`src/rtl/eco32f_itlb.sv`:
```
// Instruction-side TLB: 32 fully-associative entries, zero-latency fetch lookup,
// random replacement counter and a maintenance port for writes, reads and probes.
module eco32f_itlb #(
    parameter int NUM_FIXED = 4
) (
    input  logic        clk,
    input  logic        rst,
    input  logic [31:0] itlb_va,
    output logic [31:0] itlb_pa,
    output logic        itlb_kmiss,
    output logic        itlb_umiss,
    output logic        itlb_invalid,
    input  logic [1:0]  tlb_op,
    input  logic [4:0]  tlb_index,
    input  logic [31:0] tlb_entry_hi,
    input  logic [31:0] tlb_entry_lo,
    output logic [31:0] tlb_rd_hi,
    output logic [31:0] tlb_rd_lo,
    output logic [4:0]  tlb_random,
    output logic        tlb_probe_done,
    output logic [31:0] tlb_probe_result
);

    typedef enum logic {
        IDLE,
        PROBE
    } probe_state_t;

    localparam logic [1:0] OP_WRITE_IDX  = 2'b01;
    localparam logic [1:0] OP_WRITE_RAND = 2'b10;
    localparam logic [1:0] OP_PROBE      = 2'b11;

    logic [19:0] vpn [32];
    logic [19:0] pfn [32];
    logic [31:0] w;
    logic [31:0] v;

    probe_state_t state;
    logic [19:0]  probe_vpn;

    logic        wr_en;
    logic [4:0]  wr_idx;
    logic        direct;
    logic        hit;
    logic [4:0]  hit_idx;
    logic        probe_hit;
    logic [4:0]  probe_idx;
    logic        unused_bits;

    assign unused_bits = ^{tlb_entry_hi[11:0], tlb_entry_lo[11:2]};

    assign wr_en  = (tlb_op == OP_WRITE_IDX) || (tlb_op == OP_WRITE_RAND);
    assign wr_idx = (tlb_op == OP_WRITE_RAND) ? tlb_random : tlb_index;

    // Entry storage; reset VPNs all sit in the unmapped region so nothing can hit.
    always_ff @(posedge clk or posedge rst) begin
        if (rst) begin
            for (int i = 0; i < 32; i++) begin
                vpn[i] <= 20'hC0000;
                pfn[i] <= 20'h00000;
            end
            w <= '0;
            v <= '0;
        end else if (wr_en) begin
            vpn[wr_idx] <= tlb_entry_hi[31:12];
            pfn[wr_idx] <= tlb_entry_lo[31:12];
            w[wr_idx]   <= tlb_entry_lo[1];
            v[wr_idx]   <= tlb_entry_lo[0];
        end
    end

    always_ff @(posedge clk or posedge rst) begin
        if (rst) begin
            tlb_random <= 5'd31;
        end else if (tlb_random == 5'(NUM_FIXED)) begin
            tlb_random <= 5'd31;
        end else begin
            tlb_random <= tlb_random - 5'd1;
        end
    end

    always_ff @(posedge clk or posedge rst) begin
        if (rst) begin
            tlb_rd_hi <= 32'hC000_0000;
            tlb_rd_lo <= 32'h0;
        end else begin
            tlb_rd_hi <= {vpn[tlb_index], 12'h000};
            tlb_rd_lo <= {pfn[tlb_index], 10'b0, w[tlb_index], v[tlb_index]};
        end
    end

    // Descending scan so the lowest matching index is the one left standing.
    always_comb begin
        hit       = 1'b0;
        hit_idx   = 5'd0;
        probe_hit = 1'b0;
        probe_idx = 5'd0;
        for (int i = 31; i >= 0; i--) begin
            if (vpn[i] == itlb_va[31:12]) begin
                hit     = 1'b1;
                hit_idx = 5'(i);
            end
            if (vpn[i] == probe_vpn) begin
                probe_hit = 1'b1;
                probe_idx = 5'(i);
            end
        end
    end

    assign direct = (itlb_va[31:30] == 2'b11);

    always_comb begin
        itlb_kmiss   = 1'b0;
        itlb_umiss   = 1'b0;
        itlb_invalid = 1'b0;
        if (direct) begin
            itlb_pa = {2'b00, itlb_va[29:0]};
        end else if (hit) begin
            itlb_pa      = {pfn[hit_idx], itlb_va[11:0]};
            itlb_invalid = ~v[hit_idx];
        end else begin
            itlb_pa    = {pfn[0], itlb_va[11:0]};
            itlb_kmiss = itlb_va[31];
            itlb_umiss = ~itlb_va[31];
        end
    end

    always_ff @(posedge clk or posedge rst) begin
        if (rst) begin
            state            <= IDLE;
            probe_vpn        <= 20'h00000;
            tlb_probe_done   <= 1'b0;
            tlb_probe_result <= 32'h0;
        end else begin
            tlb_probe_done <= 1'b0;
            case (state)
                IDLE: begin
                    if (tlb_op == OP_PROBE) begin
                        probe_vpn <= tlb_entry_hi[31:12];
                        state     <= PROBE;
                    end
                end
                PROBE: begin
                    tlb_probe_result <= {~probe_hit, 26'b0, probe_idx};
                    tlb_probe_done   <= 1'b1;
                    state            <= IDLE;
                end
                default: state <= IDLE;
            endcase
        end
    end

endmodule

```
`config.mk`:
```
export PLATFORM = sky130hd
export DESIGN_NAME = eco32f_itlb
export DESIGN_NICKNAME = d
export VERILOG_FILES = /design/src/rtl/eco32f_itlb.sv
export SDC_FILE = /design/constraint.sdc
export NUM_CORES = 2
export LEC_CHECK = 0
export CORE_MARGIN = 4
export CORE_UTILIZATION = 45
export DETAILED_ROUTE_END_ITERATION = 8
export GPL_ROUTABILITY_DRIVEN = 0
export HOLD_SLACK_MARGIN = 0.03
export MAX_ROUTING_LAYER = met4
export SLEW_MARGIN = 5
export SYNTH_ARGS = -nofsm -noshare
export SYNTH_HDL_FRONTEND = slang
export SYNTH_SLANG_ARGS = --single-unit
export TNS_END_PERCENT = 5
```
`constraint.sdc`:
```
create_clock -name clk -period 84.3 [get_ports clk]
set_clock_uncertainty 0.2 [all_clocks]
set_input_delay 8.43 -clock clk [delete_from_list [all_inputs] [get_ports clk]]
set_output_delay 8.43 -clock clk [all_outputs]
set_load 0.05 [all_outputs]
```
# Word-level counts from Yosys, hierarchy flattened
# Cells that the tools add are included.
# word_totals
output_inout_bits	137
ff_bits	1419
# classes
reduce_logical	4
order_cmp	8
eq_ne	69
add_sub_neg	1
n_mux	164
bitwise	7
# ops
op	count
bitwise mux 640 bit	2
equality test 20 bit	64
two-way mux 5 bit	66
binary-select mux 20 bit (select 5 bit)	3
two-way mux 20 bit	7
demux 20 bit (select 5 bit)	1
two-way mux 1 bit	76
bitwise mux 32 bit	2
two-way mux 32 bit	2
greater-or-equal comparator 6 bit, second input constant	3
less-than comparator 5 x 6 -> 1 bit, second input constant	3
inverter 5 -> 6 bit	3
binary-select mux 1 bit (select 5 bit)	3
equality test 2 bit, second input constant	3
less-than comparator 6 x 1 -> 1 bit, second input constant	1
demux 1 bit (select 5 bit)	1
equality test 5 x 3 -> 1 bit, second input constant	1
greater-or-equal comparator 5 x 1 -> 1 bit, second input constant	1
subtractor 5 x 1 -> 5 bit, second input constant	1
inverter 1 bit	4
equality test 2 x 1 -> 1 bit, second input constant	1
logical AND 1 bit	2
one-hot mux 1 bit (2 select lines)	1
AND reduction 2 bit	1
logical OR 1 bit	1

# Depth between registers and ports, before layout
# depth
word_depth	39
mapped_depth	21
ltp_nobuf	13

# Least setup slack after synthesis
# Ideal clock, no wire load.
# synth_path
path_type	input to output
startpoint	input itlb_va[26]
endpoint	output itlb_pa[31]
stages	16
t_required_ns	75.670
path_buffers	6
path_slack_ns	63.134
arrival_ns	12.536
path_cell_list	buf_2 buf_6 buf_4 xnor2_1 nand4_1 nor3_1 nand3_1 nand4b_1 a211oi_2 o311a_4 nor2_8 buf_6 buf_6 clkbuf_1 mux4_2 a211oi_1
# synth_via
elab_chain_cells	39
# synth_lines
item	line_no	text
start, declared	8	input logic [31:0] itlb_va,
equality test 20 bit	99	if (vpn[i] == itlb_va[31:12]) begin
two-way mux 5 bit (32 in series)	99	
inverter 5 -> 6 bit (implied by the code)	119	itlb_pa = {pfn[hit_idx], itlb_va[11:0]};
binary-select mux 20 bit (select 5 bit)	119	
two-way mux 20 bit (implied by the code) (2 in series)	119	
two-way mux 32 bit *	118	end else if (hit) begin
two-way mux 32 bit *	116	if (direct) begin
end, declared	9	output logic [31:0] itlb_pa,
# Every way passes the cells marked *; elsewhere a longest branch is shown, timed or not. The select of a mux whose other input is x is not followed.

# Final worst setup path
# layout_path
startpoint	input itlb_va[30]
endpoint	output itlb_pa[18]
# layout_via
elab_chain_cells	39
# layout_lines
item	line_no
equality test 20 bit	99
two-way mux 5 bit (32 in series)	99
inverter 5 -> 6 bit (implied by the code)	119
binary-select mux 20 bit (select 5 bit)	119
two-way mux 20 bit (implied by the code) (2 in series)	119
two-way mux 32 bit	118
two-way mux 32 bit *	116
# Marks and branches as above.

==> flow_metrics.env <==
export IMPL_arrival_ns=16.53
export IMPL_min_delay_path_depth=1
export IMPL_ys_types=86
export IMPL_routedWlPerCell_um=35.8
export IMPL_pre_cts_ws_ns=59.42
export IMPL_grt_overflow=0
export IMPL_hold_viol_final=0
export IMPL_rr_worst_depth=14
export IMPL_die_width_um=444
export IMPL_cp_max_fo=56
export IMPL_ys_seq_elements=1419
export IMPL_fp_row_count=159
export IMPL_holdCritStartpoint="tlb_random[0]"
export IMPL_finalSetupTns_ns=0
export IMPL_port_buffers=147
export IMPL_slowest_stage="clkdlybuf4s50_1"
export IMPL_dp_cells=8834
export IMPL_synth_edf_count=0
export IMPL_nets=6611
export IMPL_slew_headroom=0.156
export IMPL_cts_hold_buffers=0
export IMPL_core_area_mm2=0.188
export IMPL_drtPass1Iterations=5
export IMPL_fmax_mhz=39.7
export IMPL_yosysSeqAreaShare=0.416
export IMPL_path_clk_slew_ns=0.06
export IMPL_power_share_switching=0.337
export IMPL_cap_violations=0
export IMPL_r2r_end="tlb_probe_result[1]"
export IMPL_peakVddDrop_mv=0.0245
export IMPL_whs_ns=0.297
export IMPL_p_leak_nw=40.6
export IMPL_grt_antenna_before_repair=21
export IMPL_finalSetupViolations=0
export IMPL_clkPwrFrac=0.309
export IMPL_cts_max_level=4
export IMPL_cts_tree="yes"
export IMPL_synth_ff_type="dfrtp_1"
export IMPL_yosysWarnings=0
export IMPL_cts_inserted_buffers=162
export IMPL_worst_pin_slew_ns=1.27
export IMPL_reg2reg_slack_ns=78.88
export IMPL_power_density_mw_per_mm2=26.6
export IMPL_vias=60600
export IMPL_multi_input_area_mm2=0.0469
export IMPL_worstSetupPathType="in2out"
export IMPL_clkLatencyLatePin_ns=0.84
export IMPL_design_area_mm2=0.0940
export IMPL_ff_latch_area_mm2=0.0356
export IMPL_cts_root_buf="clkbuf_16"
export IMPL_fill_cells=16400
export IMPL_netlist_instances=6674
export IMPL_synth_area_mm2=0.0856
export IMPL_grt_pass1_wl_mm=461
export IMPL_layout_setup_ws_ns=59.14
export IMPL_cts_setup_buffers=0
export IMPL_min_path_type="reg2reg"
export IMPL_required_ns=75.67
export IMPL_wl_mm=327
export IMPL_drive_gt1_frac=0.378
export IMPL_ios=242
export IMPL_track_usage=0.335
export IMPL_initial_core_util=0.454
export IMPL_grt_max_degree=134
export IMPL_r2r_start="probe_vpn[16]"
export IMPL_fin_cells=9146
export IMPL_hold_end="tlb_random[0]"
export IMPL_placed_cell_area_mm2=0.0881
export IMPL_dieArea_mm2=0.197
export IMPL_critPathLaunchType="primary input"
export IMPL_p_int_mw=1.66
export IMPL_rsz0062_at_grt="no"
export IMPL_drcViolationCount=0
export IMPL_dp_hpwl_mm=199
export IMPL_antenna_left=0
export IMPL_cp_end_kind="output port"
export IMPL_max_stage_delay_ns=0.97
export IMPL_cts_resized=0
export IMPL_async_reset_ff_frac=1.00
export IMPL_clock_sinks=1419
export IMPL_status="complete, no violations"
export IMPL_via_per_inst=6.63
export IMPL_seqPwrFrac=0.419
export IMPL_min_period_ns=25.16
export IMPL_period_share=0.298
export IMPL_clock_path_buffers=3
export IMPL_drt_initial_drc_count=7289
export IMPL_p_comb_frac=0.272
export IMPL_cpMostUsedCell="buf_4"
export IMPL_p_sw_uw=841
export IMPL_area_delta_synth_final_pct=9.73
export IMPL_drv_slew=0
export IMPL_path_cells="buf_2 -> buf_4 -> xor2_1 -> nor4_1 -> nand3_1 -> nor3_1 -> nand3b_1 -> o211a_1 -> a211o_1 -> nand3_4 -> buf_4 -> mux2i_1 -> a32o_1 -> o21ai_0 -> a21oi_1 -> a311oi_1 -> clkdlybuf4s50_1"
export IMPL_avgSynthCellArea_um2=12.8
export IMPL_grt_pass1_vias=59800
export IMPL_dieHeight_um=444
==> final cells by class <==
type                            count  share of cell area
Antenna cell                       13            0.000346
Clock buffer                      232              0.0502
Clock inverter                     67              0.0113
Inverter                           28             0.00120
Multi-Input combinational cell   4606               0.500
Sequential cell                  1419               0.379
Tap cell                         2495              0.0332
Timing Repair Buffer              286              0.0250
==> cells in the final DEF, fill, tap and decap left out, drive strengths merged, types with 12 or more instances in the layout <==
master	count
a211oi	23
a21oi	48
a221o	12
a221oi	14
a31oi	23
and2	15
buf	184
bufinv	22
clkbuf	232
clkdlybuf4s50	102
clkinv	35
conb	48
dfrtp	1348
dfstp	71
diode	13
inv	36
mux2	1430
mux2i	168
mux4	459
nand2	253
nand3	113
nand4	180
nor2	76
nor3	79
nor4	157
o21ai	41
xnor2	672
xor2	608
==> cells by family after synthesis <==
group | share of synthesized area
adder cells (fa/ha/maj) | 0.000438
multiplexers | 0.328
other | 0.0000438
AO/OA/AOI/OAI | 0.0249
buffers and inverters | 0.0421
XOR/XNOR | 0.131
flip-flops | 0.416
AND/OR/NAND/NOR | 0.0574
==> state kept, by name, summed over array words and instances (netlist names) <==
| signal | count |
|---|---|
| pfn | 640 |
| probe_vpn | 20 |
| state | 1 |
| tlb_probe_done | 1 |
| tlb_probe_result | 6 |
| tlb_random | 5 |
| tlb_rd_hi | 20 |
| tlb_rd_lo | 22 |
| v | 32 |
| vpn | 640 |
| w | 32 |
==> routing by layer <==
layer / share of wire / wire length [µm] / up-vias / GRT usage
li1: - / - / 23900 / -
met1: 0.39 / 129000 / 32100 / 0.437
met2: 0.45 / 147000 / 3648 / 0.499
met3: 0.10 / 32700 / 904 / 0.0725
met4: 0.058 / 18900 / 0 / 0.163
met5: 0 / 0 / - / -
==> Yosys cell counts (all sizes together) (6+ instances only) <==
cell     number  area [µm²]
a22o          8        70.1
a2111oi       6        52.6
clkbuf      271        1020
nand2       253         955
mux2       1430       16100
nor3         79         445
nand4       180        1130
o211ai       10        75.1
a211o         7        61.3
a21oi        48         240
a31oi        23         144
mux2i       168        1680
a211oi       23         178
mux4        459       10300
a2111o        6        67.6
dfstp        71        1870
nand3       113         576
a32oi         6        52.6
nor2         76         302
o2111ai       7        61.3
and2         15        93.8
a32o          9        90.1
a22oi         9        67.6
o21a          8        60.1
inv          28         105
nor4        157         988
o21ai        41         205
dfrtp      1348       33700
a311oi        7        61.3
a221o        12         120
buf         397        2480
o32ai         6        67.6
xor2        608        5330
nor3b         6        45.0
xnor2       672        5890
nand2b        6        37.5
a221oi       14         129
o22ai         8        50.1
nand4b        7        61.3
or3           9        56.3
and3          8        55.1
==> worst max-delay path: cells and delay by family <==
kind            cells  cell delay (ns)
mux                 1             0.22
xor+xnor            1             0.19
buf+inv             4             3.03
simple gates        5             2.30
compound gates      6             2.20
==> power groups by stage <==
stage,clock (mW),sequential [mW],combinational (mW)
after floorplan,0,0.992,0.496
after global placement,0,1.04,0.659
after detailed placement,0,1.05,0.669
after CTS,0.779,1.03,0.672
after global routing,0.807,1.06,0.716
final,0.771,1.05,0.679
==> worst max path at each step <==
| stage | startpoint | endpoint | cells past startpoint |
|---|---|---|---|
| detailed placement | itlb_va[30] | itlb_pa[23] | 17 |
| CTS | itlb_va[30] | itlb_pa[23] | 17 |
| finish | itlb_va[30] | itlb_pa[18] | 17 |
| floorplan | rst | pfn[0] | 1 |
| global route | itlb_va[30] | itlb_pa[18] | 17 |
| global placement | itlb_va[30] | itlb_pa[19] | 17 |
==> stage by stage <==
stage,util,power [mW]
floorplan,-,1.49
global placement,0.468,1.70
detailed placement,0.468,1.72
CTS,0.499,2.49
global route,0.499,2.58
finish,0.499,2.50
Power figures use the tool's default switching activity.
